===== src/rtl/lfsr_descramble_stream.sv =====
// lfsr_descramble_stream: streaming LFSR descrambler with valid/ready on both
// sides, self-synchronous or additive mode, per-beat bypass, run-time seed
// load and a two-entry skid buffer on the output.
// Optional statistics counters: define LFSR_DESCRAMBLE_STREAM_STATS_EN.
module lfsr_descramble_stream #(
  parameter int                    LFSR_WIDTH = 58,
  parameter logic [LFSR_WIDTH-1:0] LFSR_POLY  = 58'h8000000001,
  parameter logic [LFSR_WIDTH-1:0] LFSR_INIT  = {LFSR_WIDTH{1'b1}},
  parameter string                 MODE       = "SELF_SYNC",
  parameter int                    REVERSE    = 1,
  parameter int                    DATA_WIDTH = 64,
  parameter int                    USER_WIDTH = 2,
  parameter string                 STYLE      = "AUTO"
) (
  input  logic                  clk,
  input  logic                  rst_n,
  input  logic [DATA_WIDTH-1:0] s_data,
  input  logic [USER_WIDTH-1:0] s_user,
  input  logic                  s_bypass,
  input  logic                  s_last,
  input  logic                  s_valid,
  output logic                  s_ready,
  input  logic                  seed_load,
  input  logic [LFSR_WIDTH-1:0] seed_value,
  output logic [DATA_WIDTH-1:0] m_data,
  output logic [USER_WIDTH-1:0] m_user,
  output logic                  m_last,
  output logic                  m_valid,
  input  logic                  m_ready
`ifdef LFSR_DESCRAMBLE_STREAM_STATS_EN
  ,
  input  logic                  stat_clear,
  output logic [31:0]           stat_beats,
  output logic [31:0]           stat_bypass
`endif
);

  localparam int N        = LFSR_WIDTH + DATA_WIDTH;
  localparam bit ADDITIVE = (MODE == "ADDITIVE");
  // Self-sync shifts the received bit into the state; additive shifts in feedback.
  localparam bit FEED_FWD = !ADDITIVE;

  // Symbolic unrolling of DATA_WIDTH shifts. Row r is the XOR mask over
  // {data_in, state} for output r of {data_out, state_out}.
  function automatic logic [N-1:0][N-1:0] build_masks();
    logic [LFSR_WIDTH-1:0][N-1:0] st;
    logic [N-1:0][N-1:0]          res;
    logic [N-1:0]                 fb, dm, o;
    int                           k;
    res = '0;
    for (int b = 0; b < LFSR_WIDTH; b++) begin
      st[b]    = '0;
      st[b][b] = 1'b1;
    end
    for (int i = 0; i < DATA_WIDTH; i++) begin
      k  = (REVERSE != 0) ? i : DATA_WIDTH - 1 - i;
      fb = st[LFSR_WIDTH-1];
      for (int j = 1; j < LFSR_WIDTH; j++)
        if (LFSR_POLY[j]) fb = fb ^ st[j-1];
      dm = '0;
      dm[LFSR_WIDTH+k] = 1'b1;
      o  = fb ^ dm;
      res[LFSR_WIDTH+k] = o;
      st = {st[LFSR_WIDTH-2:0], FEED_FWD ? dm : o};
    end
    for (int b = 0; b < LFSR_WIDTH; b++) res[b] = st[b];
    return res;
  endfunction

  // Bit-serial evaluation of the same recurrence; returns {data_out, state_out}.
  function automatic logic [N-1:0] lfsr_step(input logic [LFSR_WIDTH-1:0] st_in,
                                             input logic [DATA_WIDTH-1:0] din);
    logic [LFSR_WIDTH-1:0] st;
    logic [DATA_WIDTH-1:0] dout;
    logic                  fb, o;
    int                    k;
    st   = st_in;
    dout = '0;
    for (int i = 0; i < DATA_WIDTH; i++) begin
      k  = (REVERSE != 0) ? i : DATA_WIDTH - 1 - i;
      fb = st[LFSR_WIDTH-1];
      for (int j = 1; j < LFSR_WIDTH; j++)
        if (LFSR_POLY[j]) fb = fb ^ st[j-1];
      o       = fb ^ din[k];
      dout[k] = o;
      st      = {st[LFSR_WIDTH-2:0], FEED_FWD ? din[k] : o};
    end
    return {dout, st};
  endfunction

  logic [LFSR_WIDTH-1:0] state_reg, state_next;
  logic [DATA_WIDTH-1:0] core_data_in, core_data_out, beat_data;
  logic [LFSR_WIDTH-1:0] core_state_out;
  logic [N-1:0]          core_out;
  logic                  accept, stall, skid_valid_next;
  logic                  out_valid_reg, skid_valid_reg, s_ready_reg;
  logic [DATA_WIDTH-1:0] out_data_reg, skid_data_reg;
  logic [USER_WIDTH-1:0] out_user_reg, skid_user_reg;
  logic                  out_last_reg, skid_last_reg;

  assign accept       = s_valid && s_ready_reg;
  assign stall        = out_valid_reg && !m_ready;
  assign core_data_in = ADDITIVE ? '0 : s_data;
  assign {core_data_out, core_state_out} = core_out;

  generate
    if (STYLE == "LOOP") begin : g_loop
      // Serial recurrence, left for synthesis to flatten.
      always_comb core_out = lfsr_step(state_reg, core_data_in);
    end else begin : g_reduce
      localparam logic [N-1:0][N-1:0] MASKS = build_masks();
      logic [N-1:0] core_in;
      assign core_in = {core_data_in, state_reg};
      for (genvar gi = 0; gi < N; gi++) begin : g_bit
        assign core_out[gi] = ^(MASKS[gi] & core_in);
      end
    end
  endgenerate

  // Descrambled value of the beat being accepted; bypass passes it through.
  always_comb begin
    if (s_bypass)      beat_data = s_data;
    else if (ADDITIVE) beat_data = s_data ^ core_data_out;
    else               beat_data = core_data_out;
  end

  // LFSR next state: seed beats frame restart beats normal advance.
  always_comb begin
    state_next = state_reg;
    if (seed_load)                         state_next = seed_value;
    else if (ADDITIVE && accept && s_last) state_next = LFSR_INIT;
    else if (accept && !s_bypass)          state_next = core_state_out;
  end

  // LFSR state register.
  always_ff @(posedge clk or negedge rst_n) begin
    if (!rst_n) state_reg <= LFSR_INIT;
    else        state_reg <= state_next;
  end

  // Skid stays (or becomes) occupied only while the output register is stalled.
  always_comb skid_valid_next = stall ? (skid_valid_reg || accept) : 1'b0;

  // Output register plus skid register; s_ready is registered from skid occupancy.
  always_ff @(posedge clk or negedge rst_n) begin
    if (!rst_n) begin
      out_valid_reg  <= 1'b0;
      out_data_reg   <= '0;
      out_user_reg   <= '0;
      out_last_reg   <= 1'b0;
      skid_valid_reg <= 1'b0;
      skid_data_reg  <= '0;
      skid_user_reg  <= '0;
      skid_last_reg  <= 1'b0;
      s_ready_reg    <= 1'b0;
    end else begin
      if (!stall) begin
        if (skid_valid_reg) begin
          out_valid_reg <= 1'b1;
          out_data_reg  <= skid_data_reg;
          out_user_reg  <= skid_user_reg;
          out_last_reg  <= skid_last_reg;
        end else if (accept) begin
          out_valid_reg <= 1'b1;
          out_data_reg  <= beat_data;
          out_user_reg  <= s_user;
          out_last_reg  <= s_last;
        end else begin
          out_valid_reg <= 1'b0;
        end
      end else if (accept) begin
        skid_data_reg <= beat_data;
        skid_user_reg <= s_user;
        skid_last_reg <= s_last;
      end
      skid_valid_reg <= skid_valid_next;
      s_ready_reg    <= !skid_valid_next;
    end
  end

  assign s_ready = s_ready_reg;
  assign m_valid = out_valid_reg;
  assign m_data  = out_data_reg;
  assign m_user  = out_user_reg;
  assign m_last  = out_last_reg;

`ifdef LFSR_DESCRAMBLE_STREAM_STATS_EN
  logic [31:0] stat_beats_reg, stat_bypass_reg;

  // Saturating beat counters; clear takes precedence over counting.
  always_ff @(posedge clk or negedge rst_n) begin
    if (!rst_n) begin
      stat_beats_reg  <= '0;
      stat_bypass_reg <= '0;
    end else if (stat_clear) begin
      stat_beats_reg  <= '0;
      stat_bypass_reg <= '0;
    end else begin
      if (accept && stat_beats_reg != 32'hFFFF_FFFF)
        stat_beats_reg <= stat_beats_reg + 32'd1;
      if (accept && s_bypass && stat_bypass_reg != 32'hFFFF_FFFF)
        stat_bypass_reg <= stat_bypass_reg + 32'd1;
    end
  end

  assign stat_beats  = stat_beats_reg;
  assign stat_bypass = stat_bypass_reg;
`endif

endmodule


===== config.mk =====
export PLATFORM = sky130hd
export DESIGN_NAME = lfsr_descramble_stream
export DESIGN_NICKNAME = d
export VERILOG_FILES = /design/src/rtl/lfsr_descramble_stream.sv
export SDC_FILE = /design/constraint.sdc
export NUM_CORES = 1
export LEC_CHECK = 0
export BUFFER_PORTS_ARGS = -buffer_cell sky130_fd_sc_hd__buf_2
export CAP_MARGIN = 10
export CORE_MARGIN = 2
export CORE_UTILIZATION = 25
export DETAILED_ROUTE_END_ITERATION = 10
export PLACE_DENSITY = 0.46
export SLEW_MARGIN = 20
export SYNTH_ARGS = -nofsm -noshare
export SYNTH_HDL_FRONTEND = slang
export SYNTH_SLANG_ARGS = --single-unit

===== constraint.sdc =====
create_clock -name clk -period 1.6 [get_ports clk]
set_clock_uncertainty 0.15 [all_clocks]
set_input_delay 0 -clock clk [delete_from_list [all_inputs] [get_ports clk]]
set_output_delay 0 -clock clk [all_outputs]
set_load 0.01 [all_outputs]

======== Word-level counts from Yosys, hierarchy flattened ========
Cells that the tools add are included.
storage, ports and cells
  register bits after elaboration ......... 195
  bits of input ports ..................... 131
  output and inout bits ................... 69
  logic and storage cells ................. 156
operators by class
  muxes and demuxes ....................... 12
  bitwise operators ....................... 1
  reduce and logical (&&, ||, !) cells .... 133
operators with widths
  cell                number
  $reduce_xor 122->1  122
  $mux 64             3
  $mux 58             2
  $mux 1              5
  $mux 2              2
  $reduce_and 2->1    2
  $reduce_bool 2->1   2
  $logic_and 1x1->1   3
  $logic_not 1->1     3
  $logic_or 1x1->1    1
  $not 1->1           1

======== Depth between registers and ports, before layout ========
  depth after elaboration ................. 4
  depth in mapped cells ................... 7
  depth with buffers taken out ............ 4

======== Least setup slack after synthesis ========
OpenSTA, ideal clock, no wires.
  kind .................................... flip-flop to flip-flop
  start ................................... register out_valid_reg (netlist: m_valid)
  end ..................................... register skid_last_reg
  setup time .............................. 125 ps
  arrival ................................. 1,322 ps
  data required time ...................... 1,325 ps
  slack ................................... 3 ps
  cell stages (with the launch flop) ...... 6
  buffers on the path ..................... 2
  period minus slack after synthesis ...... 1,597 ps
  path through ............................ dfrtp_1 > nor2b_1 > nand3_1 > buf_2 > buf_6 > mux2_2
between the ends
  longest elaborated chain between the ends .. 2
ends and longest elaborated chain
  what                        line  RTL
  start: declaration          96    logic out_valid_reg, skid_valid_reg, s_ready_reg;
  start signal: assignment    147   out_valid_reg <= 1'b0;
  start signal: assignment    159   out_valid_reg <= 1'b1;
  start signal: assignment    164   out_valid_reg <= 1'b1;
  $logic_and 1x1->1           102   assign stall = out_valid_reg && !m_ready;
  $reduce_and 2->1 (no line)  --
  end signal: assignment      174   skid_last_reg <= s_last;
  end: declaration            99    logic out_last_reg, skid_last_reg;
Every way passes these cells.
A chain may end at the register's enable or synchronous reset.

======== Worst setup path after layout ========
  start ................................... register out_valid_reg (netlist: m_valid)
  end ..................................... register out_data_reg[29] (netlist: m_data[29])
between the ends
  longest elaborated chain between the ends .. 3
ends and longest elaborated chain
  what                        line  RTL
  $logic_and 1x1->1           102
  $not 1->1 (no line)         --
  $reduce_and 2->1 (no line)  --
  end signal: assignment      160   out_data_reg <= skid_data_reg;
  end signal: assignment      165   out_data_reg <= beat_data;
  end: declaration            97    logic [DATA_WIDTH-1:0] out_data_reg, skid_data_reg;
Every way passes these cells.

==> qor.csv <==
stage,metric,value,unit
final_layout,fillers,3733,
worst_setup_path,worstPathMaxFanout,20,
final_layout,final_common_cell,buf_2,
timing,finalWorstSetupSlack,-0.0351,ns
detailed_routing,drt_first_pass_iters,8,
worst_setup_path,startpoint_type,flip-flop,
power_and_ir_drop,leakage,5.84,nW
synthesis,syn_area,0.00936,mm2
timing,timing.final.crit_share,102,%
power_and_ir_drop,power,16.2,mW
worst_setup_path,crit_slowest_cell,or3_4,
detailed_routing,routed_wl,38200,um
grt,grt.overflow.total,0,
worst_setup_path,reg2reg_from,m_valid,
worst_setup_path,crit_chain,nor2b_4 > or3_4 > buf_12 > o211ai_1,
worst_setup_path,critPathLaunch,m_valid,
detailed_routing,final_antenna_net_count,0,
detailed_routing,drt_iter0_markers,805,
synthesis,ys_seq_area_share,52.9,%
min_path,whs_endpoint,state_reg[16],
clock_tree,clk_latency,0.45,ns
synthesis,async_flop_share,100,%
detailed_routing,viasPerCell,4.75,
grt,grt_max_degree,69,
final_layout,layout.nets,1407,
clock_tree,cts_tree,built,
clock_tree,clockRootBuffer,clkbuf_16,
place,dp_hpwl,26700,um
worst_setup_path,end_kind,flip-flop,
min_path,hp-start,seed_load,
place,portBuffers,199,
place,gp_congestion,0.805,
run_status,violations,negative setup slack,
grt,grt_pass1_vias,8258,
final_layout,area_growth,42.2,%
detailed_routing,num_vias,8356,
timing,setup_viol_count_final,4,
die,die_area,0.0390,mm2
timing,relSlewSlack,73.2,%
place,pre_cts_ws,-0.0596,ns
grt,antenna_found_initial,1,
timing,finalMaxSlewViolations,0,
die,num_rows,70,
timing,rsz0062_at_grt,yes,
worst_setup_path,rr_worst_depth,4,
grt,grt_usage,19.5,%
clock_tree,cts.clk_slew.worst_paths,0.08,ns
detailed_routing,wl_per_cell,21.7,um
timing,worst_pin_slew,0.391,ns
grt,grt_pass1_wl,55300,um
final_layout,drive_gt1_share,28.1,%
synthesis,syn_inst,938,
timing,final-hold-violation-count,0,
timing,period_needed,1.64,ns
die,fp.dieW,198,um
min_path,min_path_cells,4,
clock_tree,htree_levels,4,
die,core,0.0368,mm2
final_layout,final_cell_mix,"buf_2, nand2_1, dlygate4sd3_1",
clock_tree,clock_path_buffers,2,
worst_setup_path,cp.required,1.79,ns
worst_setup_path,reg2reg_slack,-0.04,ns
flow_run,cap_violations,0,
synthesis,synth.lib_cells_used.distinct,26,
power_and_ir_drop,p_per_area,1220,mW/mm2
synthesis,syn_avg_cell_area,9.98,um2
synthesis,yosys_most_used_dff,dfrtp_1,
synthesis,synth_warnings,0,
synthesis,synth_fp_nets,1069,
detailed_routing,drc,0,
worst_setup_path,slowest_delay,0.46,ns
clock_tree,cts_buffers,17,
die,fp.dieH,198,um
die,initial_core_util,25.5,%
min_path,hp-class,input port to flip-flop,
timing,fmax,612,MHz
clock_tree,cts.sinks,195,
run_status,outcome,"finished, violations left",
worst_setup_path,arrival,1.83,ns
worst_setup_path,critical_path_class,flip-flop to flip-flop,
synthesis,synth_edf_count,0,
power_and_ir_drop,irDropWorstVdd,0.000729,V
synthesis,synth_seq_cells,195,
worst_setup_path,reg2reg_to,m_data[29],
die,pin_count,200,
timing,setup_tns,-0.0406,ns
-- synthesized netlist by cell type, types with 2 or more instances --
cell type,count,area (um2)
buf_1,3,11.3
or3_1,2,12.5
dfrtp_1,137,3430
o22ai_1,6,37.5
dfstp_2,58,1520
nand3_1,65,325
nor2_1,76,285
nand2_1,148,556
a222oi_1,39,390
xnor2_1,128,1120
o211ai_2,7,87.6
mux2i_1,16,160
o21ai_0,81,405
clkbuf_1,33,124
buf_2,19,95.1
buf_6,13,146
o211ai_1,57,428
mux2_2,3,33.8
inv_1,40,150
-- report_power, final --
part	total [mW]	switching [mW]	internal (mW)	leakage (nW)
clock network	4.29	2.17	2.12	0.278
registers	7.18	0.860	6.32	2.31
logic	4.76	2.63	2.13	3.25
-- cells by family after synthesis --
family	share of synthesized area [%]
simple gates	12.8
flops	52.9
compound gates	14.6
xor+xnor	12.0
buf+inv	5.67
mux	2.07
-- through the flow --
| stage | instances | utilization, % | hold slack [ns] | area, um2 |
|---|---|---|---|---|
| final | 1758 | 36.2 | 0.0492 | 13300 |
| after global routing | 1757 | 36.2 | 0.0485 | 13300 |
| after CTS | 1753 | 35.7 | 0.00969 | 13100 |
| after detailed placement | 1581 | 30.3 | -0.179 | 11100 |
| after global placement | 1581 | 30.3 | -0.175 | 11100 |
| after floorplan | 938 | - | -0.446 | 9360 |
-- worst max path at each step --
stage                          to  slack, ns  cells past startpoint
finish                 m_data[29]      -0.04                      4
global route        state_reg[42]      -0.08                      6
CTS                    m_data[29]      -0.06                      4
detailed placement     m_data[29]      -0.06                      4
global placement       m_data[21]      -0.04                      4
floorplan           skid_last_reg      0.003                      5
-- layout make-up --
type                            count  area, um2  area share, %
Antenna cell                        1       2.50         0.0188
Clock buffer                       20        447           3.35
Clock inverter                     12        115          0.865
Inverter                           41        154           1.16
Multi-Input combinational cell    635       3970           29.8
Sequential cell                   195       4950           37.2
Tap cell                          468        586           4.40
Timing Repair Buffer              386       3090           23.2
-- per-layer routing --
metal | global-route usage [%] | wire length (um) | vias to the layer above
met5 | 0 | 7 | -
met4 | 5.99 | 888 | 2
met3 | 3.41 | 2060 | 43
met2 | 31.2 | 17900 | 299
met1 | 26.8 | 17400 | 4109
li1 | - | - | 3903
-- critical path: cells and delay by family (launching register included) --
family	cells	cell delay (ns)
and+or+nand+nor	2	0.59
DFF	1	0.38
buffers and inverters	1	0.21
AOI/OAI and AO/OA	1	0.20
-- timing repair --
item / 4_1_cts / 5_1_grt
endpoints found under the setup margin: 127 / 166
setup buffers: 0 / 1
gates cloned: 2 / 4
pin swaps: 2 / 14
hold buffers: 138 / 0
endpoints found under the hold margin: 381 / 0
gates resized for setup: 6 / 16
No activity file was read; power rests on OpenSTA's default activity.
